`src/rtl/debug_cmd_pkg.sv`:
```
// Shared constants and types for the UART debug command decoder.
package debug_cmd_pkg;

  localparam logic [7:0] OP_STEP  = 8'h73;
  localparam logic [7:0] OP_RUN   = 8'h63;
  localparam logic [7:0] OP_STOP  = 8'h70;
  localparam logic [7:0] OP_RUNN  = 8'h6E;
  localparam logic [7:0] OP_DUMP  = 8'h64;

  localparam logic [7:0] RESP_ACK = 8'h06;
  localparam logic [7:0] RESP_NAK = 8'h15;

  typedef enum logic [2:0] {
    ST_IDLE     = 3'd0,
    ST_CNT_HI   = 3'd1,
    ST_CNT_LO   = 3'd2,
    ST_RUN_N    = 3'd3,
    ST_RUN_FREE = 3'd4
  } state_e;

endpackage

```
`src/rtl/debug_resp_reg.sv`:
```
// One-entry response holding register with a sticky overflow flag.
// Handshake: a byte is transferred on every clock edge where resp_valid_o && resp_ready_i;
// resp_valid_o never drops and resp_data_o never changes while a byte is pending and unaccepted.
module debug_resp_reg (
  input  logic       clk,
  input  logic       reset,
  input  logic       push_valid_i,
  input  logic [7:0] push_data_i,
  input  logic       resp_ready_i,
  output logic [7:0] resp_data_o,
  output logic       resp_valid_o,
  output logic       resp_overflow_o
);

  logic       valid_q, valid_d;
  logic [7:0] data_q, data_d;
  logic       ovf_q, ovf_d;
  logic       accept;

  assign accept = valid_q && resp_ready_i;

  always_comb begin
    valid_d = valid_q;
    data_d  = data_q;
    ovf_d   = ovf_q;
    if (accept) begin
      valid_d = 1'b0;
    end
    // A new byte may replace one that leaves this very cycle; otherwise it is lost.
    if (push_valid_i) begin
      if (!valid_q || accept) begin
        valid_d = 1'b1;
        data_d  = push_data_i;
      end else begin
        ovf_d = 1'b1;
      end
    end
  end

  always_ff @(posedge clk) begin
    if (reset) begin
      valid_q <= 1'b0;
      data_q  <= 8'h00;
      ovf_q   <= 1'b0;
    end else begin
      valid_q <= valid_d;
      data_q  <= data_d;
      ovf_q   <= ovf_d;
    end
  end

  assign resp_data_o     = data_q;
  assign resp_valid_o    = valid_q;
  assign resp_overflow_o = ovf_q;

endmodule

```
`src/rtl/debug_cmd_decoder.sv`:
```
// Host command decoder for the UART debug link: gates the pipeline clock enable, launches
// dumps and answers every command with ACK/NAK. Optional inter-byte timeout: DBG_CMD_TIMEOUT_EN.
module debug_cmd_decoder
  import debug_cmd_pkg::*;
#(
  parameter int CNT_W       = 16,
  parameter int TIMEOUT_CYC = 50000000,
  parameter int TIMEOUT_W   = 26
) (
  input  logic             clk,
  input  logic             reset,
  input  logic [7:0]       rx_data,
  input  logic             rx_done_tick,
  input  logic             dump_busy,
  output logic             clk_en,
  output logic             dump_start,
  output logic [7:0]       resp_data,
  output logic             resp_valid,
  input  logic             resp_ready,
  output logic             resp_overflow,
  output logic [CNT_W-1:0] run_remaining,
  output state_e           dbg_state
);

  state_e           state_q, state_d;
  logic             clk_en_q, clk_en_d;
  logic             dump_start_q, dump_start_d;
  logic [CNT_W-1:0] run_rem_q, run_rem_d;
  logic [7:0]       cnt_hi_q, cnt_hi_d;
  logic [7:0]       pend_q, pend_d;
  logic             pend_valid_q, pend_valid_d;
  logic             push_valid;
  logic [7:0]       push_data;
  logic             byte_vld;
  logic [7:0]       byte_val;
  logic [15:0]      frame_cnt;
  logic             run_done;
  logic             in_frame;
  logic             tmo_hit;

  // A byte that lands on the run-N completion cycle is replayed one cycle later in IDLE.
  assign byte_vld  = pend_valid_q | rx_done_tick;
  assign byte_val  = pend_valid_q ? pend_q : rx_data;
  assign frame_cnt = {cnt_hi_q, byte_val};
  assign run_done  = (state_q == ST_RUN_N) && (run_rem_q == CNT_W'(1));
  assign in_frame  = (state_q == ST_CNT_HI) || (state_q == ST_CNT_LO);

`ifdef DBG_CMD_TIMEOUT_EN
  logic [TIMEOUT_W-1:0] tmo_q, tmo_d;

  assign tmo_hit = in_frame && !byte_vld && (tmo_q == TIMEOUT_W'(TIMEOUT_CYC - 1));

  always_comb begin
    tmo_d = '0;
    if (in_frame && !byte_vld && !tmo_hit) begin
      tmo_d = tmo_q + 1'b1;
    end
  end

  always_ff @(posedge clk) begin
    if (reset) begin
      tmo_q <= '0;
    end else begin
      tmo_q <= tmo_d;
    end
  end
`else
  logic unused_tmo;
  assign tmo_hit    = 1'b0;
  assign unused_tmo = ^{in_frame, TIMEOUT_W'(TIMEOUT_CYC)};
`endif

  always_ff @(posedge clk) begin
    if (reset) begin
      state_q <= ST_IDLE;
    end else begin
      state_q <= state_d;
    end
  end

  always_comb begin
    state_d = state_q;
    case (state_q)
      ST_IDLE: begin
        if (byte_vld) begin
          if (byte_val == OP_RUN) begin
            state_d = ST_RUN_FREE;
          end else if (byte_val == OP_RUNN) begin
            state_d = ST_CNT_HI;
          end
        end
      end
      ST_CNT_HI: begin
        if (tmo_hit) begin
          state_d = ST_IDLE;
        end else if (byte_vld) begin
          state_d = ST_CNT_LO;
        end
      end
      ST_CNT_LO: begin
        if (tmo_hit) begin
          state_d = ST_IDLE;
        end else if (byte_vld) begin
          state_d = (frame_cnt == 16'd0) ? ST_IDLE : ST_RUN_N;
        end
      end
      ST_RUN_N: begin
        if (run_done || (byte_vld && byte_val == OP_STOP)) begin
          state_d = ST_IDLE;
        end
      end
      ST_RUN_FREE: begin
        if (byte_vld && byte_val == OP_STOP) begin
          state_d = ST_IDLE;
        end
      end
      default: state_d = ST_IDLE;
    endcase
  end

  always_comb begin
    clk_en_d     = 1'b0;
    dump_start_d = 1'b0;
    run_rem_d    = run_rem_q;
    cnt_hi_d     = cnt_hi_q;
    pend_d       = pend_q;
    pend_valid_d = 1'b0;
    push_valid   = 1'b0;
    push_data    = RESP_NAK;
    case (state_q)
      ST_IDLE: begin
        if (byte_vld) begin
          push_valid = 1'b1;
          case (byte_val)
            OP_STEP: begin
              clk_en_d  = 1'b1;
              push_data = RESP_ACK;
            end
            OP_RUN: begin
              clk_en_d  = 1'b1;
              push_data = RESP_ACK;
            end
            OP_STOP: push_data = RESP_ACK;
            OP_RUNN: push_valid = 1'b0;
            OP_DUMP: begin
              if (!dump_busy) begin
                dump_start_d = 1'b1;
                push_data    = RESP_ACK;
              end
            end
            default: push_data = RESP_NAK;
          endcase
        end
      end
      ST_CNT_HI: begin
        if (tmo_hit) begin
          push_valid = 1'b1;
        end else if (byte_vld) begin
          cnt_hi_d = byte_val;
        end
      end
      ST_CNT_LO: begin
        if (tmo_hit) begin
          push_valid = 1'b1;
        end else if (byte_vld) begin
          if (frame_cnt == 16'd0) begin
            push_valid = 1'b1;
          end else begin
            clk_en_d  = 1'b1;
            run_rem_d = CNT_W'(frame_cnt);
          end
        end
      end
      ST_RUN_N: begin
        if (run_done) begin
          run_rem_d  = '0;
          push_valid = 1'b1;
          push_data  = RESP_ACK;
          if (byte_vld) begin
            pend_d       = byte_val;
            pend_valid_d = 1'b1;
          end
        end else if (byte_vld && byte_val == OP_STOP) begin
          run_rem_d  = '0;
          push_valid = 1'b1;
          push_data  = RESP_ACK;
        end else begin
          clk_en_d   = 1'b1;
          run_rem_d  = run_rem_q - 1'b1;
          push_valid = byte_vld;
        end
      end
      ST_RUN_FREE: begin
        if (byte_vld && byte_val == OP_STOP) begin
          push_valid = 1'b1;
          push_data  = RESP_ACK;
        end else begin
          clk_en_d   = 1'b1;
          push_valid = byte_vld;
        end
      end
      default: ;
    endcase
  end

  always_ff @(posedge clk) begin
    if (reset) begin
      clk_en_q     <= 1'b0;
      dump_start_q <= 1'b0;
      run_rem_q    <= '0;
      cnt_hi_q     <= 8'h00;
      pend_q       <= 8'h00;
      pend_valid_q <= 1'b0;
    end else begin
      clk_en_q     <= clk_en_d;
      dump_start_q <= dump_start_d;
      run_rem_q    <= run_rem_d;
      cnt_hi_q     <= cnt_hi_d;
      pend_q       <= pend_d;
      pend_valid_q <= pend_valid_d;
    end
  end

  debug_resp_reg u_resp (
    .clk            (clk),
    .reset          (reset),
    .push_valid_i   (push_valid),
    .push_data_i    (push_data),
    .resp_ready_i   (resp_ready),
    .resp_data_o    (resp_data),
    .resp_valid_o   (resp_valid),
    .resp_overflow_o(resp_overflow)
  );

  assign clk_en        = clk_en_q;
  assign dump_start    = dump_start_q;
  assign run_remaining = run_rem_q;
  assign dbg_state     = state_q;

endmodule
```
`config.mk`:
```
export PLATFORM = sky130hd
export DESIGN_NAME = debug_cmd_decoder
export DESIGN_NICKNAME = d
export VERILOG_FILES = /design/src/rtl/debug_cmd_pkg.sv /design/src/rtl/debug_resp_reg.sv /design/src/rtl/debug_cmd_decoder.sv
export SDC_FILE = /design/constraint.sdc
export NUM_CORES = 1
export LEC_CHECK = 0
export ABC_AREA = 1
export CAP_MARGIN = 20
export CORE_ASPECT_RATIO = 1.4
export CORE_MARGIN = 4
export CORE_UTILIZATION = 55
export CTS_BUF_LIST = sky130_fd_sc_hd__clkbuf_2
export DETAILED_ROUTE_END_ITERATION = 16
export PLACE_DENSITY_LB_ADDON = 0.2
export SLEW_MARGIN = 20
export SYNTH_ARGS = -nofsm -noshare
export SYNTH_HDL_FRONTEND = slang
export SYNTH_HIERARCHICAL = 1
export SYNTH_SLANG_ARGS = --single-unit
```
`constraint.sdc`:
```
create_clock -name clk -period 3.2 [get_ports clk]
set_input_delay 0.32 -clock clk [delete_from_list [all_inputs] [get_ports clk]]
set_output_delay 0.32 -clock clk [all_outputs]
set_load 0.1 [all_outputs]
```
**Word-level counts from Yosys, hierarchy flattened**

Index checks and enable logic that the tools add are counted.
W data, S select, Z words.

- Bitwise gates (word level): 7
- Reductions and logical operators: 19
- Mux-type cells: 40
- $add $sub $neg: 1
- Eq/ne operators: 17

Operator list:

| operator | count |
|---|---|
| $mux W16 | 4 |
| $eq A8 B7 Y1 const B | 5 |
| $pmux W16 S2 | 1 |
| $mux W3 | 7 |
| $mux W5 | 4 |
| $mux W1 | 17 |
| $eq A16 B1 Y1 const B | 1 |
| $logic_not A16 Y1 | 1 |
| $sub A16 B1 Y16 const B | 1 |
| $pmux W3 S5 | 1 |
| $pmux W5 S3 | 1 |
| $ne A2 B2 Y1 const B | 5 |
| $pmux W5 S2 | 1 |
| $mux W8 | 1 |
| $pmux W1 S4 | 2 |
| $eq A3 B2 Y1 const B | 2 |
| $not A1 Y1 | 6 |
| $reduce_and A2 Y1 | 3 |
| $reduce_and A3 Y1 | 2 |
| $reduce_and A6 Y1 | 1 |
| $reduce_or A3 Y1 | 2 |
| $reduce_or A4 Y1 | 1 |
| $eq A3 B1 Y1 const B | 1 |
| $eq A3 B3 Y1 const B | 1 |
| other kinds (10) | 13 |

- Input bits: 13
- Flip-flop bits (word level): 48
- Logic and storage cells: 94

**Longest topological paths before layout**

- Depth in word-level cells: 7
- Mapped depth: 16

**Modules after synthesis**

The synthesis kept the hierarchy.

By module, submodules not included:

| module | instances | cells an instance | area each (um^2) |
|---|---|---|---|
| debug_cmd_decoder | 1 | 372 | 2476.1 |
| debug_resp_reg | 1 | 61 | 450.4 |

**Worst setup path before layout**

Ideal clock, no wire load.

- Path type: reg-to-reg
- Start point: register state_q[0] (netlist: dbg_state[0])
- End point: register pend_q[7]
- Path slack: 0.868 ns
- Library setup time: 0.119 ns
- Cell stages (with the launch flop): 9
- Period minus slack after synthesis: 2.332 ns
- Arrival time: 2.213 ns
- Path buffers: 1
- Path through: dfxtp_1 nand3_2 nor3b_1 nand4_1 nor2_4 inv_1 buf_2 o21ai_0 a21oi_1

- Word-level cells in the longest chain between the ends: 3

Ends and longest elaborated chain:

| item | RTL line | RTL |
|---|---|---|
| start, declared | debug_cmd_decoder.sv:25 | `state_e state_q, state_d;` |
| start signal, assigned | debug_cmd_decoder.sv:77 | `state_q <= state_d;` |
| $eq A3 B2 Y1 * | debug_cmd_decoder.sv:45, debug_cmd_decoder.sv:130 |  |
| $logic_and A1 B1 Y1 | debug_cmd_decoder.sv:45 | `assign run_done = (state_q == ST_RUN_N) && (run_rem_q == CNT_W'(1));` |
| $reduce_and A3 Y1 (no line) * | n/a |  |
| end signal, assigned | debug_cmd_decoder.sv:219 | `pend_q <= pend_d;` |
| end, declared | debug_cmd_decoder.sv:30 | `logic [7:0] pend_q, pend_d;` |

Every way passes the cells marked *; elsewhere a longest branch is shown, timed or not.
A chain may end at the register's enable or synchronous reset.

**Final worst setup path**

- Start point: register run_rem_q[11] (netlist: run_remaining[11])
- End point: output port run_remaining[11]

RTL lines:

| item | RTL line | RTL |
|---|---|---|
| start, declared | debug_cmd_decoder.sv:28 | `logic [CNT_W-1:0] run_rem_q, run_rem_d;` |
| start signal, assigned | debug_cmd_decoder.sv:217 | `run_rem_q <= run_rem_d;` |
| end, declared | debug_cmd_decoder.sv:21 | `output logic [CNT_W-1:0] run_remaining,` |

No word-level cell between the ends.

==> metrics.txt <==
Yosys warnings=6; Setup violations, final=0; Fin Setup TNS=0 ns; Via-to-Cell Ratio=5.11; fraction of layout cells with a size suffix above 1=10.1%; routed len/inst=11.8 µm; final wirelength=6380 µm; Crit path arrival time=2.13 ns; DRC Markers=0; Net Sw Power=1.49 mW; die width=69.7 µm; core area=5160 µm²; insertion delay of the later-clocked pin in the worst-skew pair=0.43 ns; post-layout min period=2.45 ns; Cells after Synth=433; Site Rows=31; Leak=1.55 nW; Yosys cell types=31; post_cts resized=0; Placed Instances=533; Clk pwr share=8.9%; clk_skew=0.0125 ns; slowest cell delay on critical path=1.18 ns; CP startpoint kind=flip-flop; Core Util, Final=65.6%; Mean Syn Cell Area=6.76 µm²; Final Max Slew Viols=0; Setup Buffers After CTS=0; async set or reset register ratio after synthesis=0%; final hold vios=0; Post-DRT Antenna Nets=0; Yosys top cell by area=dfxtp_1; HPWL after detailed placement=4840 µm; count leader, synth=nor2_1; GR Overflow Total=0; EDFF count, synth=0; Worst-path clk slew=0.24 ns; gpl congestion=0.881; Main synth FF type=dfxtp_1; status=finished, final reports clean; CTS tree=built; maximum net fanout on the critical path=7; initial core utilization=56.7%; CP required=2.88 ns; FMAX=409 MHz; # IOs=44; Yosys reg bits=48; CTS sink cnt=48; Num CTS Buffers=5; FF/Latch Area=961 µm²; CP Buf/Inv Count=1; top cells by count, synth=nor2_1, nand2_1, dfxtp_1, inv_1, o21ai_0; Flop pwr share=29.4%; # diodes=0; GRT Overall Usage=20.4%; CP max stage cell=clkdlybuf4s50_1; Period Utilization, post-route=76.4%; area delta synth->final=15.7%; Slew @ Worst Pin=0.979 ns; Switching Share=54.6%; worst hold path class=flip-flop to flip-flop; antenna violations before repair=0; footprint of the multi-input gates=1660 µm²; number of H-tree levels=2; Power Density=807 nW/µm²; Synth area leaders=dfxtp_1, nor2_1, nand2_1; register area share after synthesis=32.8%; Layout fillers=489; root buf cell=clkbuf_2; RSZ-0062 raised after global routing=no; total power=2.73 mW; nets@finish=489; Gate power share=61.7%; Non-Filler Instances=540; Max Cap Viol=0; die area=6570 µm²; share of the synthesized area in the top cell type=32.8%; vias in the first global route=2,529; cts-stage hold buffer count=0; crit-path cells=clkdlybuf4s50_1; pin count of the biggest net entering global routing=32; Max clock buf depth=2; Slew headroom=34.5%; die height=94.3 µm; Pre-Repair DR Iteration Count=4; synthesized area=2930 µm²; vias=2,758; first-pass GRT wire length=11,000 µm; Top delay family on crit path=buffers and inverters; DR iter-0 viols=153; Port Buffers=43; kind of critical path=flip-flop to output pin; P_int=1.24 mW; maximum VDD drop=0.000281 V; CP endpoint kind=output pin
registers in the layout, indices dropped and copies added (netlist names):
signal and count:
run_remaining 16, cnt_hi_q 8, pend_q 8, u_resp/resp_data_o 8, dbg_state 3, clk_en 1, dump_start 1, pend_valid_q 1
u_resp/resp_overflow_o 1, u_resp/resp_valid_o 1
cells by family (layout without fill, tap and decap cells):
group           count (synthesis)  in the layout  synth area share (%)
other cells                     2              5                 0.257
simple gates                  220            220                  36.8
flops                          48             48                  32.8
xor+xnor                       14             14                  4.19
buf+inv                        68            106                  10.9
compound gates                 79             79                  14.2
fa+ha+maj                       2              2                 0.855
routing by layer:
layer | part of all wire (%) | GRT usage, % | vias to the layer above | wire length [µm]
li1 | - | - | 1448 | -
met1 | 42 | 23.4 | 1240 | 2670
met2 | 51 | 36.6 | 55 | 3270
met3 | 4.2 | 3.96 | 15 | 266
met4 | 2.7 | 9.27 | 0 | 172
met5 | 0 | 0 | - | 0
layout make-up:
type / instances / share of cell area, %
inverters: 54 / 5.99
well taps: 66 / 2.44
flip-flops and latches: 48 / 28.4
multi-input cells: 320 / 49.0
clock buffers: 6 / 0.887
repair buffers: 45 / 13.2
clock inverters: 1 / 0.148
path summary, 6_finish.rpt:
kind	startpoint	end	slack, ns	depth (start not counted)
worst min register to register	u_resp/resp_overflow_o$_SDFFE_PP0P_	u_resp/resp_overflow_o$_SDFFE_PP0P_	0.47	2
worst max-delay path	run_remaining[11]$_SDFFE_PP0P_	run_remaining[11]	0.75	1
worst max register to register	pend_valid_q$_SDFF_PP0_	u_resp/resp_data_o[7]$_SDFFE_PP0P_	0.89	13
worst min-delay path	u_resp/resp_overflow_o$_SDFFE_PP0P_	u_resp/resp_overflow_o$_SDFFE_PP0P_	0.47	2
cells in the final DEF (no fill, tap or decap), drive strengths merged, types with 2 or more instances in the layout:
cell type      count
nand2             79
a21oi             25
nand4              6
o21ai             49
buf                2
xnor2              5
conb               5
inv               54
xor2               9
a211oi             3
ha                 2
clkdlybuf4s50     43
nor3               9
dfxtp             48
nand3             24
clkbuf             6
nor2             100
power by group through the flow:
stage / clock network, mW / registers, mW / logic (mW)
2_1_floorplan: 0 / 1.43 / 0.781
3_3_place_gp: 0 / 0.813 / 1.67
3_5_place_dp: 0 / 0.817 / 1.68
4_1_cts: 0.249 / 0.804 / 1.69
5_1_grt: 0.272 / 0.823 / 1.83
6_report: 0.244 / 0.803 / 1.68
stage by stage:
step           setup slack, ns  area (µm²)  hold slack (ns)
2_1_floorplan            0.868        2940            0.389
3_3_place_gp             0.849        3350            0.440
3_5_place_dp             0.817        3350            0.446
4_1_cts                  0.750        3390            0.449
5_1_grt                  0.506        3390            0.427
6_report                 0.755        3390            0.467
Note: power is estimated with default switching activity, not from simulation.
